===== src/rtl/obstacle_spawn_timer_pkg.sv =====
// Shared game-logic definitions for the obstacle spawn timer: state encoding
// and the spawn interval constants.
package obstacle_spawn_timer_pkg;

    typedef enum logic [1:0] {
        ST_IDLE  = 2'd0,
        ST_COUNT = 2'd1,
        ST_REQ   = 2'd2
    } spawn_state_e;

    localparam logic [3:0]  PAD_NIBBLE   = 4'hF;
    localparam int unsigned MIN_INTERVAL = 15;
    localparam int unsigned MAX_INTERVAL = 255;

    // Interval in ticks: {rand_nibble, pad}, i.e. 15..255.
    function automatic logic [7:0] interval_from_nibble(input logic [3:0] nib);
        return {nib, PAD_NIBBLE};
    endfunction

endpackage


===== src/rtl/spawn_interval_counter.sv =====
// Loadable down-counter for spawn intervals, decremented on tick enable,
// with a flag marking the tick that brings the count to zero.
module spawn_interval_counter #(
    parameter int unsigned WIDTH = 12
) (
    input  logic             clk,
    input  logic             reset,
    input  logic             clear_i,
    input  logic             load_i,
    input  logic [WIDTH-1:0] load_val_i,
    input  logic             tick_i,
    output logic [WIDTH-1:0] count_o,
    output logic             last_tick_c
);

    logic [WIDTH-1:0] count_q;
    logic [WIDTH-1:0] count_d;

    always_comb begin
        count_d = count_q;
        if (clear_i) begin
            count_d = '0;
        end else if (load_i) begin
            count_d = load_val_i;
        end else if (tick_i && (count_q != '0)) begin
            count_d = count_q - WIDTH'(1);
        end
    end

    always_ff @(posedge clk) begin
        if (reset) begin
            count_q <= '0;
        end else begin
            count_q <= count_d;
        end
    end

    assign last_tick_c = tick_i && !clear_i && !load_i && (count_q == WIDTH'(1));
    assign count_o     = count_q;

endmodule


===== src/rtl/obstacle_spawn_timer.sv =====
// Turns LFSR nibbles into randomized obstacle spawn intervals and holds a
// spawn request toward the obstacle engine until it is acknowledged.
module obstacle_spawn_timer
    import obstacle_spawn_timer_pkg::*;
#(
    parameter int unsigned WIDTH = 12,
    parameter int unsigned CNT_W = 8
) (
    input  logic             clk,
    input  logic             reset,
    input  logic             tick,
    input  logic             run,
    input  logic [3:0]       rand_bits,
    input  logic             spawn_ack,
    output logic             spawn_req,
    output logic             lfsr_step,
    output logic             busy,
    output logic [WIDTH-1:0] remaining,
    output logic [CNT_W-1:0] spawn_count
);

    spawn_state_e     state_q;
    spawn_state_e     state_d;

    logic             load_c;
    logic             clear_c;
    logic             cnt_tick_c;
    logic             ack_take_c;
    logic             last_tick_c;
    logic [WIDTH-1:0] load_val_c;

    logic             spawn_req_q;
    logic             lfsr_step_q;
    logic             busy_q;
    logic [CNT_W-1:0] spawn_count_q;

    assign load_val_c = WIDTH'(interval_from_nibble(rand_bits));

    spawn_interval_counter #(
        .WIDTH (WIDTH)
    ) u_interval (
        .clk         (clk),
        .reset       (reset),
        .clear_i     (clear_c),
        .load_i      (load_c),
        .load_val_i  (load_val_c),
        .tick_i      (cnt_tick_c),
        .count_o     (remaining),
        .last_tick_c (last_tick_c)
    );

    always_ff @(posedge clk) begin
        if (reset) begin
            state_q <= ST_IDLE;
        end else begin
            state_q <= state_d;
        end
    end

    // Dropping run wins over tick and ack in every state.
    always_comb begin
        state_d = state_q;
        unique case (state_q)
            ST_IDLE:  if (run) state_d = ST_COUNT;
            ST_COUNT: begin
                if (!run)             state_d = ST_IDLE;
                else if (last_tick_c) state_d = ST_REQ;
            end
            ST_REQ: begin
                if (!run)           state_d = ST_IDLE;
                else if (spawn_ack) state_d = ST_COUNT;
            end
            default:  state_d = ST_IDLE;
        endcase
    end

    always_comb begin
        load_c     = 1'b0;
        clear_c    = 1'b0;
        cnt_tick_c = 1'b0;
        ack_take_c = 1'b0;
        unique case (state_q)
            ST_IDLE: begin
                if (run) load_c  = 1'b1;
                else     clear_c = 1'b1;
            end
            ST_COUNT: begin
                if (!run) clear_c    = 1'b1;
                else      cnt_tick_c = tick;
            end
            ST_REQ: begin
                if (!run) begin
                    clear_c = 1'b1;
                end else if (spawn_ack) begin
                    load_c     = 1'b1;
                    ack_take_c = 1'b1;
                end
            end
            default: clear_c = 1'b1;
        endcase
    end

    always_ff @(posedge clk) begin
        if (reset) begin
            spawn_req_q   <= 1'b0;
            lfsr_step_q   <= 1'b0;
            busy_q        <= 1'b0;
            spawn_count_q <= '0;
        end else begin
            spawn_req_q <= (state_d == ST_REQ);
            lfsr_step_q <= load_c;
            busy_q      <= (state_d != ST_IDLE);
            if (ack_take_c && (spawn_count_q != '1)) begin
                spawn_count_q <= spawn_count_q + CNT_W'(1);
            end
        end
    end

    assign spawn_req   = spawn_req_q;
    assign lfsr_step   = lfsr_step_q;
    assign busy        = busy_q;
    assign spawn_count = spawn_count_q;

endmodule


===== config.mk =====
export PLATFORM = sky130hd
export DESIGN_NAME = obstacle_spawn_timer
export DESIGN_NICKNAME = d
export VERILOG_FILES = /design/src/rtl/obstacle_spawn_timer_pkg.sv /design/src/rtl/spawn_interval_counter.sv /design/src/rtl/obstacle_spawn_timer.sv
export SDC_FILE = /design/constraint.sdc
export NUM_CORES = 1
export LEC_CHECK = 0
export BUFFER_PORTS_ARGS = -buffer_cell sky130_fd_sc_hd__buf_2
export CORE_UTILIZATION = 46
export DETAILED_ROUTE_END_ITERATION = 7
export MAX_ROUTING_LAYER = met4
export PLACE_DENSITY = 0.84
export SLEW_MARGIN = 5
export SYNTH_ARGS = -nofsm -noshare
export SYNTH_HDL_FRONTEND = slang
export SYNTH_SLANG_ARGS = --single-unit

===== constraint.sdc =====
create_clock -name clk -period 1.9 [get_ports clk]
set_clock_uncertainty 0.15 [all_clocks]
set_input_delay 0.095 -clock clk [delete_from_list [all_inputs] [get_ports clk]]
set_output_delay 0.095 -clock clk [all_outputs]
set_load 0.02 [all_outputs]

# --- Yosys cells after proc, flatten, opt, wreduce, memory -nomap -nowiden ---
# Index checks and enable logic that the tools add are counted.
totals:
  elab_cells: 45
  input_bits: 9
  output_inout_bits: 23
  ff_bits: 25
op_classes:
  n_eq_ne: 5
  n_mux: 17
  addsub: 2
  n_reduce_logical: 14
op_table:
  columns: ["op", "count"]
  rows:
  - ["8-bit two-way mux", 2]
  - ["12-bit by 1-bit == test with 1-bit output, second input constant", 1]
  - ["12-bit nonzero test", 1]
  - ["12-bit by 1-bit subtractor with 12-bit output, second input constant", 1]
  - ["2-bit two-way mux", 5]
  - ["8-bit by 1-bit adder with 8-bit output, second input constant", 1]
  - ["1-bit two-way mux", 8]
  - ["8-bit != test, second input constant", 1]
  - ["2-bit one-hot mux with 3 select lines", 1]
  - ["3-bit OR reduction", 2]
  - ["1-bit logical AND", 5]
  - ["2-bit == test, second input constant", 2]
  - ["2-bit nonzero test", 2]
  - ["2-bit by 1-bit == test with 1-bit output, second input constant", 1]
  - ["1-bit zero test", 2]
  - ["2-bit zero test", 1]
  - ["1-bit one-hot mux with 2 select lines", 1]
  - ["2-bit OR reduction", 1]

# --- Longest topological paths before layout ---
depth:
  word_depth: 11
  depth_mapped: 7

# --- Hierarchy ---
# A second synthesis with hierarchy kept.
hier_totals:
  cells_unflattened: 162
  hier_area_um2: 1397.6
modules_own_cells:
  columns: ["mod", "instances", "area_each_um2", "cells_each"]
  rows:
  - ["spawn_interval_counter", 1, 797.0, 95]
  - ["obstacle_spawn_timer", 1, 600.6, 67]

# --- Worst setup path before layout ---
# Ideal clock, no wire load.
synth_path:
  kind: "register -> register"
  startpoint: "register u_interval.count_q[0] (netlist: u_interval.count_o[0])"
  endpoint: "register u_interval.count_q[5] (netlist: u_interval.count_o[5])"
  t_arrival_ns: 1.849
  path_slack_ns: -0.184
  path_stages_with_launch: 8
  period_less_slack_ns: 2.084
  t_required_ns: 1.664
  path_buffers: 0
  setup_time_ns: 0.086
  cell_sequence: "dfxtp_1 inv_1 ha_1 nor2b_2 and3_1 nor4b_1 xnor2_1 a211oi_1"
synth_via:
  elab_chain_len: 3
synth_lines:
  columns: ["item", "line_no", "rtl"]
  rows:
  - ["start: declaration", "spawn_interval_counter.sv:16", "logic [WIDTH-1:0] count_q;"]
  - ["start signal: assignment", "spawn_interval_counter.sv:34", "count_q <= count_d;"]
  - ["12-bit by 1-bit subtractor with 12-bit output or 12-bit nonzero test (tied branches)", "spawn_interval_counter.sv:26, spawn_interval_counter.sv:25", null]
  - ["8-bit two-way mux or 1-bit logical AND (tied branches)", "spawn_interval_counter.sv:25", "end else if (tick_i && (count_q != '0)) begin"]
  - ["8-bit two-way mux or 2-bit nonzero test (tied branches)", null, null]
# Several ways; a longest one is shown, not always the timed one. The select of a mux whose other input is x is not followed.
# A chain may end at the register's enable or synchronous reset.

# --- Final worst setup path ---
layout_path:
  startpoint: "register u_interval.count_q[4] (netlist: u_interval.count_o[4])"
  endpoint: "register u_interval.count_q[10] (netlist: u_interval.count_o[10])"
layout_via:
  elab_chain_len: 2
layout_lines:
  columns: ["item"]
  rows:
  - ["parallel branches: the longest is 2 deep, another holds 12-bit by 1-bit subtractor with 12-bit output"]
# Parallel ways; which one is timed is not known.

==> reports/metrics.csv <==
stage,metric,value,unit
global_route,met2 Usage GRT,40.3,%
logic_synthesis,post-synthesis async set-or-reset flop share,0,%
clock_network,root buf cell,clkbuf_4,
outcome,status,completed,
logic_synthesis,"Avg Cell Area, Syn",9.40,µm²
timing,Final Hold Slack,0.0353,ns
global_route,grt met3 use,3.11,%
floorplanning,die width,53.7,µm
worst_hold_path,WHS Path Cells,3,
timing,Slew @ Worst Pin,0.462,ns
logic_synthesis,most common cell in the netlist,dfxtp_1,
timing,fmax,529,MHz
global_route,GRT Util Overall,24.0,%
worst_setup_path,CP arrival,1.96,ns
floorplanning,Die ar.,2890,µm²
global_route,initial antenna violation count,0,
clock_network,CTS tree,yes,
power,Pleak,0.680,nW
routing,routed via count,1181,
routing,DR pass1 iterations,4,
logic_synthesis,#FFs+latches synth,25,
global_route,pin count of the biggest net entering global routing,14,
logic_synthesis,mapped cell area,1230,µm²
worst_setup_path,worst-path fanout max,3,
worst_setup_path,Critical Path Start,u_interval.count_o[4],
logic_synthesis,"Warnings, synthesis",0,
finish,antenna cell count,0,
floorplanning,Core Region,2500,µm²
logic_synthesis,sequential-to-total area share from yosys stat,40.7,%
place,Post-Place Cells,199,
place,Final Wtd Congestion,0.889,
timing,RSZ-0062 raised after global routing,yes,
logic_synthesis,top-area cell type share of the netlist area,40.7,%
worst_hold_path,Hold Crit Class,in -> reg,
clock_network,CTS Buf Count,3,
worst_hold_path,hold wc startpoint,spawn_ack,
logic_synthesis,Post-synth top cells,"dfxtp_1, nor2_1, a21oi_1",
clock_network,CTS Buffer Depth,2,
routing,Vias per Instance,5.60,
floorplanning,row cnt,18,
timing,TNS Setup,0,ns
routing,post-route ant nets,0,
routing,initial DRC count,10,
timing,Fin. Hold Viols,0,
global_route,busiest grt layer,met2,
worst_setup_path,WS Path Type,reg -> reg,
global_route,met1 GRT Util,28.0,%
logic_synthesis,most used flip-flop cell after synthesis,dfxtp_1,
timing,final setup fails,0,
routing,final wirelength,3060,µm
worst_setup_path,Crit Reg-Reg Startpoint,u_interval.count_o[4],
logic_synthesis,Synthesized Nets,144,
timing,relative slew slack,69.1,%
clock_network,CTS Sinks,25,
logic_synthesis,"area leader, netlist",dfxtp_1,
logic_synthesis,Cells after Synth,131,
worst_setup_path,reg2reg path depth,5,
finish,Layout Nets,195,
worst_setup_path,Worst EP required,1.97,ns
logic_synthesis,Post-synth EDFFs,0,
finish,proportion of layout cells with a drive suffix above 1,35.9,%
timing,Final Critical Period,1.89,ns
finish,area delta synth->final,34.6,%
clock_network,clk_lat worst skew,0.32,ns
clock_network,# H-tree levels,1,
finish,fin cells,211,
flow_run,number of max-cap violations,0,
power,maximum vdd drop,0.430,mV
worst_setup_path,Critical Path End Type,flop,
routing,DRC,0,
global_route,first-pass GRT wire length,4800,µm
routing,post-DR wirelength/cell,14.5,µm
logic_synthesis,Area contributors post-synth,"dfxtp_1, nor2_1, xnor2_1, xor2_1, ha_1",
clock_network,"Reg clk slew, reported paths",0.13,ns
timing,Pins Over Slew Limit,0,
timing,Tcrit/Tclk final,99.5,%
floorplanning,Starting Density,49.2,%
floorplanning,Die Y,53.7,µm
place,hpwl dp,2210,µm
global_route,GRT overflow,0,
worst_setup_path,nature of the critical path startpoint,flop,
floorplanning,I/O pins,32,
place,port buffer count,31,
global_route,vias in the first global route,1087,
logic_synthesis,synth unique cells,38,
power,cell area power density,582,nW/µm²
==> layout by cell type, fill, tap and decap left out, types with 8 or more instances in the layout <==
master	instances
nor3_1	8
nand2_1	8
dfxtp_1	21
buf_4	11
nor2_1	15
buf_2	31
a21oi_1	9
==> area by class of cell <==
type,instances,area (µm²)
Clock buffer,4,26.3
Fill cell,198,843
Inverter,3,11.3
Multi-Input combinational cell,101,776
Sequential cell,25,508
Tap cell,30,37.5
Timing Repair Buffer,48,298
==> worst max-delay path: stages (launching register included) <==
cell and delay, ns:
dfxtp_2 0.35, or4_4 0.57, a2111oi_4 0.26, nor4b_4 0.27, xnor2_1 0.14, nor2_1 0.05
==> power by group <==
part | internal, mW | switching (mW) | total [mW]
registers | 0.536 | 0.00922 | 0.545
clock network | 0.0822 | 0.157 | 0.239
logic | 0.0830 | 0.0968 | 0.180
total | 0.701 | 0.263 | 0.964
==> final timing paths <==
| check | end | slack (ns) |
|---|---|---|
| max | u_interval.count_o[10] | 0.01 |
| min | state_q[0] | 0.04 |
| max reg2reg | u_interval.count_o[10] | 0.01 |
| min reg2reg | spawn_count[6] | 0.37 |
==> flip-flops by register name (all words and copies together) (netlist names) <==
| name | flops |
|---|---|
| spawn_req | 1 |
| u_interval.count_o | 12 |
| lfsr_step | 1 |
| state_q | 2 |
| busy | 1 |
| spawn_count | 8 |
==> logic make-up (layout without fill, tap and decap cells) <==
family	after synthesis	after routing	synth area share, %
buffers and inverters	5	55	1.52
flip-flops	25	25	40.7
AND/OR/NAND/NOR	62	62	30.9
multiplexers	1	1	0.813
AO/OA/AOI/OAI	22	22	13.5
adder cells (fa/ha/maj)	4	4	4.07
XOR/XNOR	12	12	8.54
==> layer usage <==
layer	part of all wire, %	wire, µm
met1	44	1350
met2	50	1540
met3	3.6	110
met4	2.1	64
met5	0	0
==> per-stage QoR <==
| stage | setup slack (ns) | cell area [µm²] | power, mW | util [%] |
|---|---|---|---|---|
| floorplan | 0.00408 | 1240 | 0.654 | - |
| global placement | 0.0422 | 1500 | 0.701 | 59.9 |
| detailed placement | -0.0398 | 1500 | 0.705 | 59.9 |
| CTS | -0.000966 | 1610 | 0.959 | 64.5 |
| global route | -0.0553 | 1660 | 1.01 | 66.3 |
| finish | 0.0101 | 1660 | 0.964 | 66.3 |
==> timing repair <==
item                                   in CTS  in global routing
buffers inserted                            2                  0
pin swaps                                   1                  5
resized for setup                           2                 10
hold buffers                                6                  0
endpoints found under the hold margin      15                  0
setup endpoints to repair                   4                 11
Power figures use the tool's default switching activity.
